$ cat src/rtl/seq_div.sv
`default_nettype none
// ============================================================================
// Module   : seq_div
// Purpose  : 16/8 unsigned restoring divider, one quotient bit per clock,
//            with divide-by-zero trap and seven-segment state display.
// Revision : 1.0 - initial release
// ============================================================================
module seq_div (
    input  logic        clk,
    input  logic        reset_a,
    input  logic        start,
    input  logic [15:0] dividend,
    input  logic [7:0]  divisor,
    output logic        done_flag,
    output logic        div_zero,
    output logic [15:0] quotient_out,
    output logic [7:0]  remainder_out,
    output logic [6:0]  seven_seg
);

    typedef enum logic [1:0] {
        IDLE = 2'd0,
        CALC = 2'd1,
        DONE = 2'd2,
        ERR  = 2'd3
    } state_t;

    localparam logic [3:0] LAST_ITER = 4'd15;

    state_t      state, state_nxt;
    logic        accept;
    logic [15:0] dvd_r;
    logic [7:0]  dsr_r;
    logic [8:0]  rem_r;
    logic [14:0] quo_r;
    logic [3:0]  cnt_r;

    logic [9:0]  shifted;
    logic        qbit;
    logic [8:0]  rem_nxt;

    // One restoring step: bring in the next dividend bit, subtract if it fits.
    always_comb begin
        shifted = {rem_r, dvd_r[15]};
        qbit    = (shifted >= {2'b00, dsr_r});
        rem_nxt = 9'(qbit ? (shifted - {2'b00, dsr_r}) : shifted);
    end

    always_comb begin
        state_nxt = state;
        accept    = 1'b0;
        case (state)
            IDLE, DONE, ERR: begin
                if (start) begin
                    accept    = 1'b1;
                    state_nxt = (divisor == 8'd0) ? ERR : CALC;
                end
            end
            CALC: begin
                if (cnt_r == LAST_ITER) state_nxt = DONE;
            end
            default: state_nxt = IDLE;
        endcase
    end

    always_ff @(posedge clk or posedge reset_a) begin
        if (reset_a) state <= IDLE;
        else         state <= state_nxt;
    end

    always_ff @(posedge clk or posedge reset_a) begin
        if (reset_a) begin
            dvd_r         <= '0;
            dsr_r         <= '0;
            rem_r         <= '0;
            quo_r         <= '0;
            cnt_r         <= '0;
            quotient_out  <= '0;
            remainder_out <= '0;
            done_flag     <= 1'b0;
            div_zero      <= 1'b0;
        end else if (accept) begin
            dvd_r <= dividend;
            dsr_r <= divisor;
            rem_r <= '0;
            quo_r <= '0;
            cnt_r <= '0;
            if (divisor == 8'd0) begin
                quotient_out  <= 16'hFFFF;
                remainder_out <= 8'hFF;
                done_flag     <= 1'b1;
                div_zero      <= 1'b1;
            end else begin
                done_flag <= 1'b0;
                div_zero  <= 1'b0;
            end
        end else if (state == CALC) begin
            dvd_r <= {dvd_r[14:0], 1'b0};
            rem_r <= rem_nxt;
            quo_r <= {quo_r[13:0], qbit};
            cnt_r <= cnt_r + 4'd1;
            // Results become visible only on the final iteration edge.
            if (cnt_r == LAST_ITER) begin
                quotient_out  <= {quo_r, qbit};
                remainder_out <= rem_nxt[7:0];
                done_flag     <= 1'b1;
                div_zero      <= 1'b0;
            end
        end
    end

    always_comb begin
        seven_seg = 7'b0000000;
        case (state)
            IDLE:    seven_seg = 7'b0111111;
            CALC:    seven_seg = 7'b0000110;
            DONE:    seven_seg = 7'b1011011;
            ERR:     seven_seg = 7'b1001111;
            default: seven_seg = 7'b0000000;
        endcase
    end

endmodule
`default_nettype wire

$ cat config.mk
export PLATFORM = sky130hd
export DESIGN_NAME = seq_div
export DESIGN_NICKNAME = d
export VERILOG_FILES = /design/src/rtl/seq_div.sv
export SDC_FILE = /design/constraint.sdc
export NUM_CORES = 1
export LEC_CHECK = 0
export CORE_UTILIZATION = 48
export DETAILED_ROUTE_END_ITERATION = 7
export PLACE_DENSITY = 0.75
export SYNTH_ARGS = -nofsm -noshare
export SYNTH_HDL_FRONTEND = slang
export SYNTH_SLANG_ARGS = --single-unit
export TNS_END_PERCENT = 50
$ cat constraint.sdc
create_clock -name clk -period 2.6 [get_ports clk]
set_input_delay 0.65 -clock clk [delete_from_list [all_inputs] [get_ports clk]]
set_output_delay 0.65 -clock clk [all_outputs]
set_load 0.01 [all_outputs]
==> flow_summary.ini, run 1 <==
[grt]
grt_pass1_wl_um = 13700
grt_max_degree = 46
grt_usage_pct = 21.1
antenna_found_initial = 0
gr-total-overflow = 0
first_global_vias = 2831

[critical_path]
path_cells = inv_2 > ha_4 > inv_2 > fa_2 > a211oi_4 > o21ai_2 > a2111oi_4 > buf_6 > mux2i_4 > a2bb2oi_2
critPathMaxStageDelay_ns = 0.47
start_kind = flop
critPathMaxFanout = 5
endpoint_kind = flop
arrival_ns = 2.79
rrSetupSlack_ns = 0.003
critPathKind = flop to flop
cp_common_cell = inv_2
r2r-start = dvd_r[15]$_DFFE_PP0P_
required_ns = 2.79
r2r-end = remainder_out[4]$_DFFE_PP0P_
startpoint = dvd_r[15]$_DFFE_PP0P_
rr_worst_depth = 10
worst_path_max_delay_cell = a2111oi_4
cp-endpoint = remainder_out[4]$_DFFE_PP0P_

[floorplanning]
core_area_um2 = 7690
ios = 60
dieArea_um2 = 8240
rows = 32
initial_core_util_pct = 49.2
die_x_um = 90.8
die_y_um = 90.8

[power]
powerDensity_nw_per_um2 = 1450
p_leak_nw = 2.09
peakVddDrop_uv = 678

[final_layout]
final_util_pct = 63.1
seq_area_um2 = 2000
nFillCells = 650
drive_gt1_share_pct = 14.8
area_delta_synth_final_pct = 28.2
antenna-diode-count = 0
finalNetCount = 465
instances_no_fill = 534
multi_input_area_um2 = 1700

[route]
routedWlPerCell_um = 15.6
drt-initial-drc-count = 148
drt-total-wl_um = 8310
antenna_left = 0
drc = 0
vias = 2918
avgViaCountPerCell = 5.46
first_pass_iters = 4

[place]
routabilityCongestion = 0.774
place_inst = 514
port-buffer-count = 58
hpwlAfterDp_um = 5670

[clock_tree]
clock-sinks = 80
path_clk_slew_ns = 0.07
h-tree-depth = 3
numCtsBuffers = 9
cts_root_buffer = clkbuf_8
hold_buffers = 0
clockBufferDepth = 2
insertion_delay_ns = 0.34
cts_tree = yes

[yosys]
synthFlopType = dfrtp_1
syn-cell-area_um2 = 3780
synth_cells = 365
synthesis.nets = 402
synthArstFlopShare_pct = 100
synth_top_area_share_pct = 52.9
synth.avg_cell_area_um2 = 10.4
seq_area_frac_synth_pct = 52.9
synth_area_leaders = dfrtp_1 (53%), mux2i_1 (5.6%), nand2_1 (4.0%)
synth_most_common_cell = dfrtp_1
synth.distinct_cells = 46
synth_common_cells = dfrtp_1 (80), nand2_1 (40), o21ai_0 (30)
yosysWarnings = 0
synth_seq_cells = 80
synth_top_area_cell = dfrtp_1
synth_edf_count = 0

[timing]
slew_viol_final = 0
rsz0062_at_grt = true
worst_slew_pin_slew_ns = 0.691
fin_crit_ns = 2.60
fin_crit_sh_pct = 99.9
slew-limit-headroom_pct = 53.8
clock_skew_ns = 0.0104
hold_violations = 0
max_freq_ghz = 0.385
finalSetupViolations = 0

[hold_path]
hp-class = flop to flop

[status]
run_status = finished, final reports clean

[run]
max-cap-violations = 0
cells by family after synthesis:
logic type / Yosys count / synth area share, %
AO/OA/AOI/OAI: 102 / 18.2
XOR/XNOR: 4 / 0.926
adder cells (fa/ha/maj): 10 / 3.51
buffers and inverters: 41 / 4.80
flip-flops: 80 / 52.9
multiplexers: 30 / 8.24
other: 1 / 0.0991
AND/OR/NAND/NOR: 97 / 11.3
per-layer routing:
metal  share of wire, %  vias up  track usage [%]
met4               0.91        0             6.22
met5                  0        -                0
met1                 44     1454             27.3
met3                4.0        8             4.71
met2                 51       52             35.4
li1                   -     1404                -
how the worst min path moves through the flow:
stage	start	endpoint	depth (start not counted)	slack, ns
global placement	quotient_out[9]$_DFFE_PP0P_	quotient_out[9]$_DFFE_PP0P_	1	0.47
global route	quotient_out[7]$_DFFE_PP0P_	quotient_out[7]$_DFFE_PP0P_	1	0.51
detailed placement	cnt_r[3]$_DFFE_PP0P_	cnt_r[3]$_DFFE_PP0P_	1	0.47
finish	cnt_r[3]$_DFFE_PP0P_	cnt_r[3]$_DFFE_PP0P_	1	0.49
floorplan	cnt_r[3]$_DFFE_PP0P_	cnt_r[3]$_DFFE_PP0P_	1	0.45
CTS	cnt_r[3]$_DFFE_PP0P_	cnt_r[3]$_DFFE_PP0P_	1	0.49
critical path, delay by kind of cell (launching register included):
kind / cells / cell delay, ns
mux: 1 / 0.27
buf+inv: 3 / 0.33
flops: 1 / 0.40
compound gates: 4 / 0.88
fa+ha+maj: 2 / 0.55
sequential cells by signal, summed over array words and instances (netlist names), 2 cells and up:
name / count
cnt_r: 4
dvd_r: 16
rem_r: 9
dsr_r: 8
state: 2
quotient_out: 16
remainder_out: 8
quo_r: 15
cell usage in the layout, fill, tap and decap left out, types with 9 or more instances in the layout:
master	Yosys	final
dfrtp_1	80	80
nand2_1	40	40
nor2_1	28	27
inv_1	14	11
mux2i_1	21	16
buf_4	2	14
nand3_1	10	10
o22a_1	15	15
mux2_2	9	9
a21oi_1	27	27
clkbuf_8	0	9
clkdlybuf4s50_1	0	58
o21ai_0	30	30
final cells by class:
cell class              instances  share of cell area [%]
inverters                      15                    1.24
repair buffers                 78                    16.1
well taps                     102                    2.63
clock inverters                 3                   0.903
flip-flops and latches         80                    41.3
clock buffers                  12                    2.79
multi-input cells             244                    35.1
per-stage QoR:
| stage | total power [mW] | cell area, µm² | hold slack, ns | TNS [ns] | worst slack, ns |
|---|---|---|---|---|---|
| floorplan | 4.53 | 3790 | 0.450 | 0 | 0.0132 |
| finish | 7.03 | 4850 | 0.485 | 0 | 0.00333 |
| global route | 7.55 | 4850 | 0.509 | -1.06 | -0.119 |
| global placement | 5.51 | 4520 | 0.472 | -0.151 | -0.0555 |
| CTS | 6.64 | 4730 | 0.486 | 0 | 0.00746 |
| detailed placement | 5.63 | 4520 | 0.474 | -0.704 | -0.106 |
power by group:
group	internal, mW	switching, mW
Clock	0.440	0.421
Sequential	1.85	0.436
Combinational	1.91	1.97
repair_timing:
item                       4_1_cts  5_1_grt
gates resized for setup          5       17
pin swaps                        1        9
setup endpoints to repair       13       15
buffers inserted                 1        4
(Power assumes the default switching activity.)
==> run 2: changes to the inputs <==
--- a/config.mk
+++ b/config.mk
@@ -9,2 +9,3 @@
 export DETAILED_ROUTE_END_ITERATION = 7
+export HOLD_SLACK_MARGIN = 0.1
 export PLACE_DENSITY = 0.75
--- a/constraint.sdc
+++ b/constraint.sdc
@@ -3,2 +3,2 @@
 set_output_delay 0.65 -clock clk [all_outputs]
-set_load 0.01 [all_outputs]
+set_load 0.005 [all_outputs]
==> results of run 2 <==
The final DEF is identical to that of run 1. Status: finished, final reports clean.
Main changes from that run: total power 7.03 mW -> 6.95 mW; worst IR drop on VDD 678 µV -> 669 µV
==> run 3: changes to the inputs <==
SLEW_MARGIN = 5   (was default)
==> results of run 3 <==
The final DEF is identical to that of run 1. Status: finished, final reports clean.
Main changes from that run: total power 7.03 mW -> 6.95 mW; worst IR drop on VDD 678 µV -> 669 µV
